<file path="src/rtl/reg_bank8x16.sv">
// Eight-entry register bank feeding an 8:1 mux: single write port, scan counter
// driving the mux select, and a one-entry-per-cycle clear sweep.
//
// state | meaning
// IDLE  | writes accepted, clear request sampled
// CLEAR | sweeping entry[idx] <= CLEAR_VAL, idx 0..7; load and clear ignored
module reg_bank8x16 #(
    parameter int               WIDTH     = 16,
    parameter logic [WIDTH-1:0] CLEAR_VAL = '0
) (
    input  logic             clk,
    input  logic             reset,
    input  logic [WIDTH-1:0] in,
    input  logic [2:0]       address,
    input  logic             load,
    input  logic             clear,
    input  logic             scan_en,
    output logic [WIDTH-1:0] r0,
    output logic [WIDTH-1:0] r1,
    output logic [WIDTH-1:0] r2,
    output logic [WIDTH-1:0] r3,
    output logic [WIDTH-1:0] r4,
    output logic [WIDTH-1:0] r5,
    output logic [WIDTH-1:0] r6,
    output logic [WIDTH-1:0] r7,
    output logic [2:0]       sel,
    output logic             busy,
    output logic             scan_wrap
);

    typedef enum logic {IDLE, CLEAR} state_t;

    state_t           state, state_next;
    logic [2:0]       idx;
    logic [WIDTH-1:0] mem [8];

    always_ff @(posedge clk or posedge reset) begin
        if (reset) state <= IDLE;
        else       state <= state_next;
    end

    always_comb begin
        state_next = state;
        case (state)
            IDLE:    if (clear) state_next = CLEAR;
            CLEAR:   if (idx == 3'd7) state_next = IDLE;
            default: state_next = IDLE;
        endcase
    end

    // busy tracks the state the FSM is entering, so it rises on the entry edge
    // and falls on the edge that writes entry 7
    always_ff @(posedge clk or posedge reset) begin
        if (reset) busy <= 1'b0;
        else       busy <= (state_next == CLEAR);
    end

    always_ff @(posedge clk or posedge reset) begin
        if (reset)                idx <= 3'd0;
        else if (state == CLEAR)  idx <= idx + 3'd1;
        else                      idx <= 3'd0;
    end

    // reset value is zero regardless of CLEAR_VAL
    always_ff @(posedge clk or posedge reset) begin
        if (reset) begin
            for (int i = 0; i < 8; i++) mem[i] <= '0;
        end else if (state == CLEAR) begin
            mem[idx] <= CLEAR_VAL;
        end else if (load && !clear) begin
            mem[address] <= in;
        end
    end

    always_ff @(posedge clk or posedge reset) begin
        if (reset) begin
            sel       <= 3'd0;
            scan_wrap <= 1'b0;
        end else begin
            scan_wrap <= scan_en && (sel == 3'd7);
            if (scan_en) sel <= sel + 3'd1;
        end
    end

    assign r0 = mem[0];
    assign r1 = mem[1];
    assign r2 = mem[2];
    assign r3 = mem[3];
    assign r4 = mem[4];
    assign r5 = mem[5];
    assign r6 = mem[6];
    assign r7 = mem[7];

endmodule

</file>
<file path="config.mk">
export PLATFORM = sky130hd
export DESIGN_NAME = reg_bank8x16
export DESIGN_NICKNAME = d
export VERILOG_FILES = /design/src/rtl/reg_bank8x16.sv
export SDC_FILE = /design/constraint.sdc
export NUM_CORES = 1
export LEC_CHECK = 0
export BUFFER_PORTS_ARGS = -buffer_cell sky130_fd_sc_hd__buf_2
export CORE_ASPECT_RATIO = 0.75
export CORE_UTILIZATION = 58
export CTS_BUF_LIST = sky130_fd_sc_hd__clkbuf_4 sky130_fd_sc_hd__clkbuf_8
export DETAILED_ROUTE_END_ITERATION = 7
export PLACE_DENSITY = 0.89
export SYNTH_ARGS = -nofsm -noshare
export SYNTH_HDL_FRONTEND = slang
export SYNTH_SLANG_ARGS = --single-unit
</file>
<file path="constraint.sdc">
create_clock -name clk -period 10.8 [get_ports clk]
set_clock_uncertainty 0.05 [all_clocks]
set_input_delay 2.16 -clock clk [delete_from_list [all_inputs] [get_ports clk]]
set_output_delay 2.16 -clock clk [all_outputs]
set_load 0.005 [all_outputs]
</file>
==> impl_metrics.json, run 1 <==
{
  "status": "finished clean",
  "cp_num_buf_inv": 1,
  "cts.sinks": 136,
  "ys_seq_area_frac": 0.593,
  "worstSetupStartpoint": "busy",
  "rr_endpoint": "r7[2]",
  "cp_num_cells": 1,
  "grt_pass1_wl_mm": 21.6,
  "cp-start-kind": "flip-flop",
  "power.static_leakage_uw": 0.00451,
  "ctsHoldBuffers": 0,
  "ys_seq_elements": 136,
  "wire_per_inst_um": 18.8,
  "grt_overflow": 0,
  "io_pins": 157,
  "die_h_um": 88.1,
  "hold_path_startpoint": "sel[0]",
  "clockBufferDepth": 2,
  "dr.pass1.iters": 5,
  "drive_above_1_share": 0.322,
  "reg2reg_from": "busy",
  "ff2ff_setup_slack_ps": 8550,
  "rsz0062_at_grt": "no",
  "dp_hpwl_mm": 9.84,
  "async_flop_share": 1.00,
  "clock_latency_ps": 440,
  "initial_utilization": 0.597,
  "synth_top_area_share": 0.593,
  "areaGrowthSynthToFinish_pct": 20.9,
  "htree_levels": 4,
  "instances_no_fill": 763,
  "arrival_ps": 1460,
  "n_antenna_cell": 0,
  "synth.distinct_cells": 25,
  "first_iter_violations": 193,
  "die_x_um": 117,
  "ys_top_cells_by_area": "dfrtp_1, mux2i_1, nand2_1",
  "powerDensity_nw_per_um2": 241,
  "core_area_um2": 9620,
  "slew_headroom": 0.298,
  "port_buffers": 156,
  "yosysTopAreaCell": "dfrtp_1",
  "crit_type": "flip-flop to output pin",
  "placed_cells": 732,
  "rows": 31,
  "worstPathCellList": "buf_2",
  "maxSlewViolCount": 0,
  "clock.fmax_mhz": 272,
  "cp_data_required_time_ps": 8590,
  "hold_path_depth": 1,
  "ant_nets": 0,
  "ys.flop_type": "dfrtp_1",
  "yosys_warnings": 0,
  "die_area_um2": 10300,
  "tightest_slew_ps": 1050,
  "cp_slowest_cell": "dfrtp_1",
  "cts_tree": "built",
  "finalNetCount": 647,
  "antenna_found_initial": 0,
  "worst_setup_path_end_kind": "output pin",
  "avgSynthCellArea_um2": 12.2,
  "yosysMostFrequentCell": "dfrtp_1",
  "syn_area_um2": 5740,
  "finalHoldViolCount": 0,
  "num_vias": 4178,
  "cp_max_fo": 17,
  "grt_max_degree": 88,
  "root_buffer": "clkbuf_8",
  "place_congestion": 0.783,
  "fillers": 711,
  "hold_end": "sel[0]",
  "path_clk_slew_ps": 70,
  "synth_nets": 498,
  "hold_path.class": "flip-flop to flip-flop",
  "vias_per_cell": 5.48,
  "numCtsBuffers": 17,
  "grt_pass1_vias": 4029,
  "fin_tns_setup_ps": 0,
  "period_share": 0.340,
  "synth_commonest_cells": "dfrtp_1, mux2i_1, nand2_1",
  "reg2regPathDepth": 3,
  "maxCapViolCount": 0,
  "drc_errors": 0,
  "totalWireLength_mm": 14.3,
  "vdd_drop_max_mv": 0.108,
  "fin_crit_ps": 3670,
  "cts_resized": 0,
  "syn_inst": 470,
  "grtUsageTotal": 0.294,
  "synth-edff-count": 0,
  "cpLargestDelayFamily": "flip-flops",
  "cts_setup_buffers": 0,
  "setup_viol": 0,
  "slowest_delay_ps": 790
}
[stage by stage]
stage / hold slack (ps) / setup slack (ps) / instance area [um^2] / power, uW / utilization
after global placement: 438 / 7110 / 6540 / 1220 / 0.680
after CTS: 466 / 7110 / 6940 / 1680 / 0.721
final: 467 / 7130 / 6940 / 1670 / 0.721
after detailed placement: 450 / 7030 / 6540 / 1260 / 0.680
after global routing: 502 / 7050 / 6940 / 1780 / 0.721
after floorplan: 440 / 4950 / 5740 / 1010 / -
[cell families (layout without fill, tap and decap cells)]
group           count (synthesis)  after routing  synth area share
compound gates                  1              1          0.000871
xor+xnor                        1              1           0.00153
flops                         136            136             0.593
simple gates                  154            154             0.130
buf+inv                        44            205            0.0386
fa+ha+maj                       4              4           0.00872
mux                           130            130             0.227
[final cells by class]
cell class              instances  area, um^2  area share
inverters                      17        68.8     0.00992
flip-flops and latches        136        3400       0.491
clock buffers                  23         304      0.0438
multi-input cells             290        2110       0.305
repair buffers                157         788       0.114
well taps                     132         165      0.0238
clock inverters                 8        95.1      0.0137
[per-layer routing]
metal | vias to the layer above | routed length [um] | global-route usage
li1 | 1855 | - | -
met1 | 2111 | 6500 | 0.413
met2 | 182 | 6500 | 0.429
met3 | 30 | 1040 | 0.0934
met4 | 0 | 277 | 0.117
met5 | - | 0 | 0
[worst max-delay path by stage]
stage | endpoint | slack [ps]
after CTS | busy | 7110
final | busy | 7130
after floorplan | busy | 4950
after global routing | busy | 7050
after global placement | r3[1] | 7110
after detailed placement | r4[9] | 7030
[power by group]
group / switching [uW] / internal, uW
Sequential: 121 / 671
Clock: 184 / 232
Combinational: 258 / 206
[flip-flops by register name (all words and copies together) (netlist names)]
name	flops
scan_wrap	1
idx	3
busy	1
r7	16
r0	16
r5	16
r1	16
r4	16
r2	16
sel	3
r6	16
r3	16
[layout by cell type, fill, tap and decap left out, types with 2 or more instances in the layout]
cell type and n:
dfrtp_1 136, clkinvlp_4 2, mux2i_1 128, nand4_4 2
mux2_2 2, nand4bb_1 3, bufinv_16 2, inv_1 16
buf_2 156, nor2b_1 2, clkbuf_8 21, and2_1 4
clkinv_2 4, nand3_2 2, nand2_2 4, nand4b_1 3
clkbuf_4 2, nand2_1 128, ha_1 4
(Power assumes the default switching activity.)
==> run 2: changes to the inputs <==
Settings changed: ABC_AREA from default to 1, CORE_UTILIZATION 58 to 50, PLACE_DENSITY 0.89 to 0.81.
Clock period 10.8 ns to 3.25 ns, I/O delays scaled along.
==> impl_metrics.json, run 2 <==
{
  "status": "finished clean",
  "yosysTopAreaCell": "dfrtp_1",
  "totalWireLength_mm": 18.2,
  "drc_errors": 0,
  "grt_overflow": 0,
  "placed_cells": 917,
  "synth-edff-count": 0,
  "switching_power_uw": 1800,
  "p_clk_frac": 0.289,
  "ant_nets": 0,
  "ys_seq_elements": 136,
  "ctsHoldBuffers": 0,
  "cp_max_fo": 59,
  "grt_util_met3": 0.0846,
  "wire_per_inst_um": 19.1,
  "finalHoldViolCount": 0,
  "powerDensity_nw_per_um2": 696,
  "use_met2": 0.396,
  "async_flop_share": 1.00,
  "maxCapViolCount": 0,
  "ff2ff_setup_slack_ps": 1240,
  "die_h_um": 99.1,
  "port_buffers": 156,
  "cts_tree": "built",
  "ys_top_cells_by_area": "dfrtp_1, nand4_1, nand2_1",
  "first_iter_violations": 568,
  "yosys_warnings": 0,
  "numCtsBuffers": 17,
  "avgSynthCellArea_um2": 9.66,
  "clock_latency_ps": 440,
  "power.static_leakage_uw": 0.00427,
  "maxSlewViolCount": 0,
  "hold_path.class": "primary input to asynchronous set/reset pin",
  "ys.flop_type": "dfrtp_1",
  "period_share": 0.618,
  "cts.sinks": 136,
  "grtUsageTotal": 0.289,
  "yosysMostFrequentCell": "nand2_1",
  "core_area_um2": 12300,
  "path_clk_slew_ps": 80,
  "clockBufferDepth": 2,
  "power_frac_seq": 0.444,
  "combPwrFrac": 0.267,
  "tightest_slew_ps": 756,
  "die_x_um": 131,
  "syn_inst": 651,
  "cp-start-kind": "flip-flop",
  "dp_hpwl_mm": 11.5,
  "syn_area_um2": 6290,
  "finalNetCount": 798,
  "final_common_cell": "nand2_1",
  "antenna_found_initial": 1,
  "ys_seq_area_frac": 0.541,
  "grt_pass1_wl_mm": 28.2,
  "htree_levels": 4,
  "clock.fmax_mhz": 498,
  "final_cell_mix": "nand2_1, buf_2, dfrtp_1",
  "crit_type": "flip-flop to flip-flop",
  "root_buffer": "clkbuf_8",
  "cts_setup_buffers": 0,
  "die_area_um2": 13000,
  "fin_crit_ps": 2010,
  "drive_above_1_share": 0.327,
  "vias_per_cell": 5.77,
  "cts_resized": 0,
  "cp_data_required_time_ps": 3590,
  "synth.distinct_cells": 26,
  "initial_utilization": 0.513,
  "grt_max_degree": 137,
  "met1_usage": 0.430,
  "slew_headroom": 0.495,
  "num_vias": 5482,
  "synth_commonest_cells": "nand2_1, dfrtp_1, nand4_1",
  "worst_setup_path_end_kind": "flip-flop",
  "p_sw_frac": 0.351,
  "areaGrowthSynthToFinish_pct": 17.2,
  "instances_no_fill": 950,
  "vdd_drop_max_mv": 0.327,
  "busiest_layer": "met1",
  "synth_nets": 679,
  "io_pins": 157,
  "setup_viol": 0,
  "fin_tns_setup_ps": 0,
  "place_congestion": 0.800,
  "internal_power_uw": 3330,
  "rsz0062_at_grt": "no",
  "synth_top_area_share": 0.541,
  "rows": 35,
  "arrival_ps": 2340,
  "grt_pass1_vias": 4970,
  "dr.pass1.iters": 5
}
[run 2: cell types whose count changed after synthesis, sizes merged, moves of 4 or more]
cell    before  now
clkbuf      13    1
and2         4    0
mux2i      128    0
nor2         1   10
buf         14   63
nand4        3  114
nand2      132  193
nand3        2  108
[run 2: logic make-up after synthesis]
family                     after synthesis  share of synthesized area
and+or+nand+nor                        425                      0.369
DFF                                    136                      0.541
buffers and inverters                   81                     0.0750
adders and majority gates                4                    0.00796
AOI/OAI and AO/OA                        2                    0.00219
muxes                                    2                    0.00358
xor gates and xnor gates                 1                    0.00139
[run 2: path summary, 6_finish.rpt]
check | startpoint | to | cells after the start
min in group clk | scan_en | sel[0] | 2
max in group asynchronous | reset | r1[7] | 3
worst max register to register | busy | r6[3] | 5
worst max-delay path | busy | r6[3] | 5
worst min register to register | r3[1] | r3[1] | 2
worst min-delay path | reset | sel[0] | 3
[run 2: per-layer routing]
metal,part of all wire,wire length (um)
met1,0.44,7900
met2,0.42,7690
met3,0.12,2130
met4,0.024,441
met5,0,0
[run 2: metrics by stage]
stage / utilization / cell area (um^2) / power [uW] / hold slack (ps) / setup slack, ps
floorplan: - / 6290 / 3170 / 415 / 857
global placement: 0.567 / 6950 / 3630 / 403 / 1130
detailed placement: 0.567 / 6950 / 3670 / 407 / 1050
CTS: 0.601 / 7370 / 5140 / 371 / 1250
global route: 0.601 / 7370 / 5420 / 390 / 1090
finish: 0.601 / 7370 / 5130 / 357 / 1240
[run 2: critical path: stages, from the launching register on]
cell and delay (ps):
dfrtp_1 480, inv_4 560, nand3_4 340, clkinv_2 340, nand2_2 80, nand2_1 80
[run 2: final cells by class]
| class | instances | area [um^2] |
|---|---|---|
| antenna | 1 | 2.50 |
| inverter | 17 | 71.3 |
| clock inverter | 8 | 120 |
| multi-input combinational | 434 | 2410 |
| tap | 166 | 208 |
| fill | 1059 | 4890 |
| timing repair buffer | 164 | 853 |
| clock buffer | 24 | 299 |
| sequential | 136 | 3400 |
[run 2: power by group through the flow]
stage	sequential, uW	clock, uW	combinational [uW]
final	2280	1480	1370
after global routing	2320	1570	1530
after CTS	2270	1500	1370
after detailed placement	2300	0	1370
after global placement	2300	0	1330
after floorplan	2290	0	882
